**config.mk**
```make
export PLATFORM = sky130hd
export DESIGN_NAME = pipe_stage_reg_flat
export DESIGN_NICKNAME = d
export VERILOG_FILES = /design/src/rtl/pipe_stage_reg_if.sv /design/src/rtl/pipe_stage_reg.sv /design/src/flat_wrapper.sv
export SDC_FILE = /design/constraint.sdc
export NUM_CORES = 1
export LEC_CHECK = 0
export ABC_CLOCK_PERIOD_IN_PS = 7600
export CAP_MARGIN = 5
export CORE_MARGIN = 2
export CORE_UTILIZATION = 50
export DETAILED_ROUTE_END_ITERATION = 8
export GPL_ROUTABILITY_DRIVEN = 0
export GPL_TIMING_DRIVEN = 0
export PLACE_DENSITY = 0.87
export SLEW_MARGIN = 10
export SYNTH_ARGS = -nofsm -noshare
export SYNTH_HDL_FRONTEND = slang
export SYNTH_SLANG_ARGS = --single-unit
```
**constraint.sdc**
```tcl
create_clock -name clk -period 7.6 [get_ports clk]
set_input_delay 1.52 -clock clk [delete_from_list [all_inputs] [get_ports clk]]
set_output_delay 1.52 -clock clk [all_outputs]
set_load 0.03 [all_outputs]
```
**src/rtl/pipe_stage_reg_if.sv**
```systemverilog
// Valid/ready payload bus between two pipeline stages.
// The producer side uses the master modport and the consumer side uses the slave modport.
interface pipe_stage_reg_if #(
  parameter int CTRL_W = 8,
  parameter int DATA_W = 64
);
  logic              valid;
  logic              ready;
  logic [CTRL_W-1:0] ctrl;
  logic [DATA_W-1:0] data;

  modport master (output valid, output ctrl, output data, input ready);
  modport slave  (input valid, input ctrl, input data, output ready);
endinterface

```
**src/rtl/pipe_stage_reg.sv**
```systemverilog
// Pipeline stage register with a valid/ready handshake, an optional 2-entry skid buffer,
// a synchronous flush and a saturating stall counter.
module pipe_stage_reg #(
  parameter int CTRL_W = 8,
  parameter int DATA_W = 64,
  parameter int SKID   = 1,
  parameter int CNT_W  = 16
) (
  input  logic             clk,
  input  logic             rst,
  input  logic             flush,
  pipe_stage_reg_if.slave  inBus,
  pipe_stage_reg_if.master outBus,
  output logic [1:0]       occupancy,
  output logic [CNT_W-1:0] stallCnt
);

  typedef enum logic [1:0] {
    EMPTY = 2'd0,
    BUSY  = 2'd1,
    FULL  = 2'd2
  } stageState_t;

  stageState_t       state;
  logic [CTRL_W-1:0] mainCtrl;
  logic [DATA_W-1:0] mainData;
  logic [CTRL_W-1:0] skidCtrl;
  logic [DATA_W-1:0] skidData;
  logic              inReadyReg;
  logic              inReady;
  logic              inXfer;

  // With the skid buffer, ready is a flop. Without it, ready looks through to downstream.
  generate
    if (SKID != 0) begin : gSkid
      assign inReady = inReadyReg;
    end else begin : gNoSkid
      assign inReady = (state == EMPTY) || outBus.ready;
    end
  endgenerate

  assign inXfer       = inBus.valid && inReady;
  assign inBus.ready  = inReady;
  assign outBus.valid = (state != EMPTY);
  assign outBus.ctrl  = (state != EMPTY) ? mainCtrl : '0;
  assign outBus.data  = mainData;
  assign occupancy    = (state == FULL) ? 2'd2 : ((state == BUSY) ? 2'd1 : 2'd0);

  // FULL can only be entered when an input is accepted while downstream stalls.
  // Without a skid buffer, accepting in BUSY implies out ready, so FULL stays unreachable.
  always_ff @(posedge clk or posedge rst) begin
    if (rst) begin
      state      <= EMPTY;
      mainCtrl   <= '0;
      mainData   <= '0;
      skidCtrl   <= '0;
      skidData   <= '0;
      inReadyReg <= 1'b1;
    end else if (flush) begin
      state      <= EMPTY;
      inReadyReg <= 1'b1;
    end else begin
      case (state)
        EMPTY: begin
          if (inXfer) begin
            state    <= BUSY;
            mainCtrl <= inBus.ctrl;
            mainData <= inBus.data;
          end
        end
        BUSY: begin
          if (inXfer && outBus.ready) begin
            mainCtrl <= inBus.ctrl;
            mainData <= inBus.data;
          end else if (inXfer) begin
            state      <= FULL;
            skidCtrl   <= inBus.ctrl;
            skidData   <= inBus.data;
            inReadyReg <= 1'b0;
          end else if (outBus.ready) begin
            state <= EMPTY;
          end
        end
        FULL: begin
          if (outBus.ready) begin
            state      <= BUSY;
            mainCtrl   <= skidCtrl;
            mainData   <= skidData;
            inReadyReg <= 1'b1;
          end
        end
        default: begin
          state      <= EMPTY;
          inReadyReg <= 1'b1;
        end
      endcase
    end
  end

  // Stall counter survives flush so that stalls lost to mispredicts still show up.
  always_ff @(posedge clk or posedge rst) begin
    if (rst) begin
      stallCnt <= '0;
    end else if ((state != EMPTY) && !outBus.ready && (stallCnt != '1)) begin
      stallCnt <= stallCnt + CNT_W'(1);
    end
  end

endmodule

```
**src/flat_wrapper.sv**
```systemverilog
// flat-port wrapper written by rule: the top's interface ports become plain ports
module pipe_stage_reg_flat 
#(
  parameter int CTRL_W = 8,
  parameter int DATA_W = 64,
  parameter int SKID   = 1,
  parameter int CNT_W  = 16
)
  (clk, rst, flush, occupancy, stallCnt, inBus_valid, inBus_ctrl, inBus_data, inBus_ready, outBus_valid, outBus_ctrl, outBus_data, outBus_ready);
  pipe_stage_reg_if #(.CTRL_W(CTRL_W), .DATA_W(DATA_W)) inBus_i ();
  pipe_stage_reg_if #(.CTRL_W(CTRL_W), .DATA_W(DATA_W)) outBus_i ();
  input  logic clk;
  input  logic rst;
  input  logic flush;
  output logic [1:0] occupancy;
  output logic [CNT_W-1:0] stallCnt;
  input wire logic [$bits(inBus_i.valid)-1:0] inBus_valid;
  input wire logic [$bits(inBus_i.ctrl)-1:0] inBus_ctrl;
  input wire logic [$bits(inBus_i.data)-1:0] inBus_data;
  output wire logic [$bits(inBus_i.ready)-1:0] inBus_ready;
  output wire logic [$bits(outBus_i.valid)-1:0] outBus_valid;
  output wire logic [$bits(outBus_i.ctrl)-1:0] outBus_ctrl;
  output wire logic [$bits(outBus_i.data)-1:0] outBus_data;
  input wire logic [$bits(outBus_i.ready)-1:0] outBus_ready;
  assign inBus_i.valid = inBus_valid;
  assign inBus_i.ctrl = inBus_ctrl;
  assign inBus_i.data = inBus_data;
  assign inBus_ready = inBus_i.ready;
  assign outBus_valid = outBus_i.valid;
  assign outBus_ctrl = outBus_i.ctrl;
  assign outBus_data = outBus_i.data;
  assign outBus_i.ready = outBus_ready;
  pipe_stage_reg #(.CTRL_W(CTRL_W), .DATA_W(DATA_W), .SKID(SKID), .CNT_W(CNT_W)) u_core (.clk(clk), .rst(rst), .flush(flush), .inBus(inBus_i), .outBus(outBus_i), .occupancy(occupancy), .stallCnt(stallCnt));
endmodule
```
# ---- Word-level counts from Yosys, hierarchy flattened
# Index checks and enable logic that the tools add are counted.
dict set report classes {
  n_bitwise 2
  n_mul 0
  n_mux 23
  n_reduce_logical 12
  n_div 0
  eq_ne 12
  n_lt_le_gt_ge 0
  add_sub_neg 1
  shifts 0
}
# operator count
set op_table {}
lappend op_table {{$mux W64} 3}
lappend op_table {{$pmux W64 S3} 1}
lappend op_table {{$mux W8} 4}
lappend op_table {{$pmux W8 S3} 1}
lappend op_table {{$add A16 B1 Y16 const B} 1}
lappend op_table {{$ne A16 B16 Y1 const B} 1}
lappend op_table {{$mux W2} 7}
lappend op_table {{$reduce_and A4 Y1} 3}
lappend op_table {{$ne A2 B2 Y1 const B} 3}
lappend op_table {{$ne A3 B2 Y1 const B} 2}
lappend op_table {{$ne A3 B3 Y1 const B} 2}
lappend op_table {{$pmux W2 S3} 1}
lappend op_table {{$mux W1} 5}
lappend op_table {{$reduce_and A5 Y1} 1}
lappend op_table {{$logic_and A1 B1 Y1} 4}
lappend op_table {{$ne A4 B3 Y1 const B} 1}
lappend op_table {{$pmux W1 S3} 1}
lappend op_table {{$reduce_bool A3 Y1} 1}
lappend op_table {{$eq A2 B1 Y1 const B} 1}
lappend op_table {{$eq A2 B2 Y1 const B} 1}
lappend op_table {{$logic_not A2 Y1} 1}
lappend op_table {{$ne A2 B1 Y1 const B} 1}
lappend op_table {{$not A1 Y1} 2}
lappend op_table {{$reduce_bool A2 Y1} 1}
lappend op_table {{$logic_not A1 Y1} 1}
dict set report totals {
  wordCells 57
  n_memories 0
  reg_bits 163
  out_inout_bits 92
  latch_bits 0
  mem_bits_ro 0
  mem_bits_rw 0
}

# ---- Longest topological paths before layout
dict set report depth {
  depth_word 5
  ltp_mapped 6
  depth_no_buf 5
}

# ---- Worst setup path before layout
# Ideal clock, no wire load.
dict set report synth_timing {
  kind {input-to-reg}
  from {in inBus_valid}
  to {reg u_core.skidCtrl[0]}
  cell_stages 5
  slack_ns 4.928
  n_path_buf 2
  t_arrival_ns 2.545
  setup_time_ns 0.127
  required_ns 7.473
  cell_sequence {nand2_1 -> nor4b_2 -> buf_4 -> buf_6 -> mux2_1}
}
dict set report synth_via {
  elab_chain_cells 4
}
# item line
set synth_lines {}
lappend synth_lines {{start, declared} flat_wrapper.sv:17} ;# input wire logic [$bits(inBus_i.valid)-1:0] inBus_valid;
lappend synth_lines {{$logic_and A1 B1 Y1 *} pipe_stage_reg.sv:42} ;# assign inXfer = inBus.valid && inReady;
lappend synth_lines {{$logic_and A1 B1 Y1} pipe_stage_reg.sv:72} ;# if (inXfer && outBus.ready) begin
lappend synth_lines {{$not A1 Y1 (no source line)} n/a}
lappend synth_lines {{$reduce_and A4 Y1 (no source line) *} n/a}
lappend synth_lines {{end signal, assigned} pipe_stage_reg.sv:77} ;# skidCtrl <= inBus.ctrl;
lappend synth_lines {{end, declared} pipe_stage_reg.sv:27} ;# logic [CTRL_W-1:0] skidCtrl;
# Mark *: on every way between the ends. The rest lies on a longest branch, timed or not.
# A chain may end at the register's enable or synchronous reset.

# ---- Worst setup path in the final report
dict set report layout_timing {
  from {reg u_core.state[0]}
  to {out occupancy[1]}
}
dict set report layout_via {
  elab_chain_cells 2
}
# item line
set layout_lines {}
lappend layout_lines {{start, declared} pipe_stage_reg.sv:24} ;# stageState_t state;
lappend layout_lines {{start signal, assigned} pipe_stage_reg.sv:53} ;# state <= EMPTY;
lappend layout_lines {{start signal, assigned} pipe_stage_reg.sv:60} ;# state <= EMPTY;
lappend layout_lines {{start signal, assigned} pipe_stage_reg.sv:66} ;# state <= BUSY;
lappend layout_lines {{$eq A2 B2 Y1} pipe_stage_reg.sv:47} ;# assign occupancy = (state == FULL) ? 2'd2 : ((state == BUSY) ? 2'd1 : 2'd0);
lappend layout_lines {{$mux W2} pipe_stage_reg.sv:47}
lappend layout_lines {{end, declared} flat_wrapper.sv:15} ;# output logic [1:0] occupancy;
# No other way between the ends.

==> impl_results.html <==
<table>
<tr><th>Metric</th><th>Value</th></tr>
<tr><th colspan="2">STA</th></tr>
<tr><td>Relative slew slack</td><td>about three fifths</td></tr>
<tr><td>Highest clock frequency the design can meet</td><td>approximately 260 MHz</td></tr>
<tr><td>Final worst-path cycle share</td><td>about half</td></tr>
<tr><td>Slew @ Worst Pin</td><td>between 0.6 and 0.7 ns</td></tr>
<tr><td>Setup skew after layout</td><td>just over 0.007 ns</td></tr>
<tr><td>Total count of hold-check failures in the final report</td><td>0</td></tr>
<tr><td>Shortest period the worst path allows</td><td>3.87 ns</td></tr>
<tr><td>Unrepaired setup endpoints after global routing</td><td>false</td></tr>
<tr><td>Max-slew violations</td><td>0</td></tr>
<tr><td>Worst hold slack</td><td>around 0.48 ns</td></tr>
<tr><td>Setup ws final</td><td>about 3.7 ns</td></tr>
<tr><td>Final setup viols</td><td>0</td></tr>
<tr><th colspan="2">Worst setup path</th></tr>
<tr><td>Critical path data required time</td><td>6.08 ns</td></tr>
<tr><td>CP Class</td><td>reg -&gt; out</td></tr>
<tr><td>Delay of the slowest cell on the worst path</td><td>around 0.8 ns</td></tr>
<tr><td>Element type at the critical path end</td><td>output pin</td></tr>
<tr><td>Count of buffering cells on the critical path with inverters included</td><td>2</td></tr>
<tr><td>Startpoint types</td><td>flip-flop</td></tr>
<tr><td>Cells along the critical path</td><td>nor2b_1 -&gt; clkbuf_1 -&gt; clkdlybuf4s50_1</td></tr>
<tr><td>Data arrival at the endpoint of the critical path</td><td>between 2 and 2.5 ns</td></tr>
<tr><td>Startpoint of the lowest-slack register-to-register path</td><td>u_core.state[0]</td></tr>
<tr><td>Critical-path maximum fanout</td><td>10</td></tr>
<tr><td>Highest-delay cell along the critical path</td><td>sky130_fd_sc_hd__clkdlybuf4s50_1</td></tr>
<tr><td>CP delay by family, top</td><td>buffers and inverters</td></tr>
<tr><td>Worst setup path start</td><td>u_core.state[0]</td></tr>
<tr><th colspan="2">Synthesis</th></tr>
<tr><td>Library cells used by synthesis</td><td>37</td></tr>
<tr><td>Number of nets produced by synthesis</td><td>approximately 570</td></tr>
<tr><td>Top post-synthesis cells by area</td><td>sky130_fd_sc_hd__dfrtp_1 (55%), sky130_fd_sc_hd__mux2_2 (22%), sky130_fd_sc_hd__mux2_1 (11%)</td></tr>
<tr><td>Top cell type's share of synthesized area</td><td>between 50 and 60%</td></tr>
<tr><td>Cell area after technology mapping</td><td>roughly 7400 sq um</td></tr>
<tr><td>Number of warnings printed during yosys synthesis</td><td>0</td></tr>
<tr><td>Mean area per synthesized cell</td><td>15.0 sq um</td></tr>
<tr><td>Mapped Cells</td><td>490</td></tr>
<tr><td>Sequential fraction of the synthesis area</td><td>a little under three fifths</td></tr>
<tr><td>Post-synthesis register bit count</td><td>between 150 and 200</td></tr>
<tr><td>Cell type with the largest total area after synthesis</td><td>sky130_fd_sc_hd__dfrtp_1</td></tr>
<tr><th colspan="2">Power</th></tr>
<tr><td>Total leakage power</td><td>about 4.2 nW</td></tr>
<tr><td>Post-layout power</td><td>~0.0029 W</td></tr>
<tr><td>Max VDD drop</td><td>about 0.00019 V</td></tr>
<tr><td>Power Density</td><td>295 nW/um^2</td></tr>
<tr><th colspan="2">GRT</th></tr>
<tr><td>Vias in the first global route</td><td>around 5.0k</td></tr>
<tr><td>Total GRT Usage</td><td>20.4%</td></tr>
<tr><td>First-pass GRT wire length</td><td>between 20000 and 30000 um</td></tr>
<tr><td>Maximum number of pins on one net before global-route repair</td><td>between 80 and 90</td></tr>
<tr><td>Congestion Overflow GR</td><td>0</td></tr>
<tr><td>Number of antenna violations at the first check in global routing</td><td>0</td></tr>
<tr><th colspan="2">Die</th></tr>
<tr><td>Placement Rows</td><td>44</td></tr>
<tr><td>Die span in y</td><td>about 130 um</td></tr>
<tr><td>Area of the die</td><td>15700 sq um</td></tr>
<tr><td>Area of the core</td><td>14500 sq um</td></tr>
<tr><td>Floorplan die width</td><td>roughly 130 um</td></tr>
<tr><td>I/O pin cnt</td><td>between 150 and 200</td></tr>
<tr><td>Effective utilization at floorplan</td><td>between 50% and 60%</td></tr>
<tr><th colspan="2">Hold path</th></tr>
<tr><td>Worst hold-check path type</td><td>reg -&gt; reg</td></tr>
<tr><td>Startpoint of the tightest hold check path</td><td>u_core.skidCtrl[4]</td></tr>
<tr><th colspan="2">Clock network</th></tr>
<tr><td>Clock tree from TritonCTS</td><td>done</td></tr>
<tr><td>Number of clock sinks seen by CTS</td><td>163</td></tr>
<tr><td>Clock-pin slew of the registers on the worst-case setup and hold paths</td><td>about 0.06 ns</td></tr>
<tr><td>Cts-stage hold buffer count</td><td>0</td></tr>
<tr><td>Latest clock arrival within the worst-skew pair</td><td>approximately 0.42 ns</td></tr>
<tr><td>Buffer levels on the longest clock path</td><td>2</td></tr>
<tr><td>Post-CTS resize count</td><td>0</td></tr>
<tr><td>Number of buffers inserted to repair setup after CTS</td><td>0</td></tr>
<tr><td>Clock root buffer</td><td>sky130_fd_sc_hd__clkbuf_16</td></tr>
<tr><td>H-tree level count</td><td>4</td></tr>
<tr><td>CTS Buf Count</td><td>17</td></tr>
<tr><th colspan="2">Layout</th></tr>
<tr><td>Number of filler cells placed in the layout</td><td>987</td></tr>
<tr><td>Number of nets in the finished design</td><td>~760</td></tr>
<tr><td>Number of antenna cells inserted</td><td>0</td></tr>
<tr><td>End-of-flow core utilization</td><td>around two thirds</td></tr>
<tr><td>Filler-free cell count of the finished design</td><td>around 870</td></tr>
<tr><td>Fraction of final layout cells with drive strength greater than 1</td><td>29.8%</td></tr>
<tr><td>Layout overhead on the synthesized area</td><td>34.6%</td></tr>
<tr><th colspan="2">Drt</th></tr>
<tr><td>Avg WL per Cell</td><td>17.8 um</td></tr>
<tr><td>Antenna viol nets, final</td><td>0</td></tr>
<tr><td>DRC violations left</td><td>0</td></tr>
<tr><td>First drt pass iteration count</td><td>4</td></tr>
<tr><td>Detailed-route vias per instance</td><td>between 5 and 6</td></tr>
<tr><td>Number of vias in the routed layout</td><td>4689</td></tr>
<tr><td>Wire length reported by the detailed router</td><td>between 15000 and 20000 um</td></tr>
<tr><td>Starting DRT DRC Count</td><td>139</td></tr>
<tr><th colspan="2">Run status</th></tr>
<tr><td>Result of the run</td><td>finished, final reports clean</td></tr>
<tr><th colspan="2">Placement</th></tr>
<tr><td>DP HPWL</td><td>10800 um</td></tr>
<tr><td>Post-Place Worst Slack</td><td>between 4 and 5 ns</td></tr>
<tr><td>Number of buffers inserted by port buffering</td><td>about 170</td></tr>
<tr><td># placed instances</td><td>approximately 840</td></tr>
<tr><th colspan="2">Flow run</th></tr>
<tr><td>Max Cap Viol</td><td>0</td></tr>
</table>
cells by family (layout without fill, tap and decap cells):
| kind of cell | count (synthesis) | after routing | share of synthesized area, % |
|---|---|---|---|
| xor gates and xnor gates | 12 | 12 | 1.43 |
| muxes | 219 | 219 | 33.5 |
| DFF | 163 | 163 | 55.4 |
| buffers and inverters | 28 | 227 | 3.54 |
| adders and majority gates | 1 | 1 | 0.170 |
| AOI/OAI and AO/OA | 12 | 12 | 1.53 |
| and+or+nand+nor | 55 | 55 | 4.44 |
placed cells by master, fill, tap and decap left out, types with 2 or more instances in the layout:
cell type / n
sky130_fd_sc_hd__a21oi_1: 2
sky130_fd_sc_hd__buf_4: 5
sky130_fd_sc_hd__buf_6: 18
sky130_fd_sc_hd__bufinv_16: 3
sky130_fd_sc_hd__clkbuf_1: 3
sky130_fd_sc_hd__clkbuf_16: 17
sky130_fd_sc_hd__clkbuf_8: 3
sky130_fd_sc_hd__clkdlybuf4s50_1: 168
sky130_fd_sc_hd__clkinv_4: 2
sky130_fd_sc_hd__clkinvlp_4: 2
sky130_fd_sc_hd__dfrtp_1: 162
sky130_fd_sc_hd__inv_1: 2
sky130_fd_sc_hd__mux2_1: 74
sky130_fd_sc_hd__mux2_2: 143
sky130_fd_sc_hd__mux2i_1: 2
sky130_fd_sc_hd__nand2_1: 13
sky130_fd_sc_hd__nand3_1: 4
sky130_fd_sc_hd__nand4_1: 6
sky130_fd_sc_hd__nor2_1: 7
sky130_fd_sc_hd__nor2b_1: 10
sky130_fd_sc_hd__nor3_1: 2
sky130_fd_sc_hd__nor4_1: 5
sky130_fd_sc_hd__o21bai_1: 2
sky130_fd_sc_hd__o31ai_1: 2
sky130_fd_sc_hd__xnor2_1: 7
sky130_fd_sc_hd__xor2_1: 5
cells in the mapped netlist, drive strengths merged:
master  count
a21o        1
a21oi       2
and3b       1
and4        1
buf        24
clkbuf      1
dfrtp     162
dfstp       1
ha          1
inv         3
mux2      217
mux2i       2
nand2      13
nand3       5
nand4       7
nor2        7
nor2b      11
nor3        2
nor4        5
nor4b       1
o21a        1
o21ba       1
o21bai      2
o22a        1
o31ai       2
o41a        1
o41ai       1
or2         2
xnor2       7
xor2        5
sequential cells by signal, indices dropped and copies added (netlist names):
register,flops
u_core.outBus.data,64
u_core.skidCtrl,8
u_core.inBus.ready,1
u_core.stallCnt,16
u_core.state,2
u_core.skidData,64
u_core.mainCtrl,8
worst register-to-register path: cells and delay by family, from the launching register on:
kind	cells	cell delay, ns
buffers and inverters	1	0.48
DFF	1	0.46
muxes	2	0.66
and+or+nand+nor	1	0.21
per-stage QoR:
| step | cell area [sq um] | setup TNS, ns |
|---|---|---|
| 3_3_place_gp | 9270 | -36.85 |
| 3_5_place_dp | 9310 | 0 |
| 5_1_grt | 9910 | 0 |
| 2_1_floorplan | 7360 | 0 |
| 6_report | 9910 | 0 |
| 4_1_cts | 9910 | 0 |
metal layers:
metal / track usage (%) / up-vias / wire length [um]
met3: 5.22 / 38 / 812
li1: - / 2137 / -
met2: 34.1 / 137 / 7700
met4: 8.82 / 0 / 406
met5: 0 / - / 0
met1: 25.1 / 2377 / 6610
where the power goes:
| part | internal (W) | switching, W | leakage [nW] | total (W) |
|---|---|---|---|---|
| Clock | 0.000540 | 0.000333 | 0.288 | 0.000873 |
| Sequential | 0.00111 | 0.000136 | 1.99 | 0.00125 |
| Combinational | 0.000408 | 0.000397 | 1.92 | 0.000804 |
| Total | 0.00206 | 0.000866 | 4.20 | 0.00292 |
final timing paths:
kind | slack, ns | cells past startpoint | to
setup / recovery | 3.73 | 3 | occupancy[1]
hold / removal | 0.48 | 1 | u_core.skidCtrl[4]
min in group asynchronous | 1.58 | 2 | u_core.skidData[17]
setup reg to reg | 5.67 | 4 | u_core.mainCtrl[6]
max in group asynchronous | 5.22 | 3 | u_core.skidData[45]
hold reg to reg | 0.48 | 1 | u_core.skidCtrl[4]
layout make-up:
cell class                      count  area [sq um]  share of cell area, %
Buffer                             25           249                   2.51
Clock buffer                       22           474                   4.79
Clock inverter                      8           128                   1.29
Inverter                            3          18.8                  0.189
Multi-Input combinational cell    299          3020                   30.5
Sequential cell                   163          4080                   41.2
Tap cell                          184           230                   2.32
Timing Repair Buffer              169          1710                   17.2
Power figures use the tool's default switching activity.
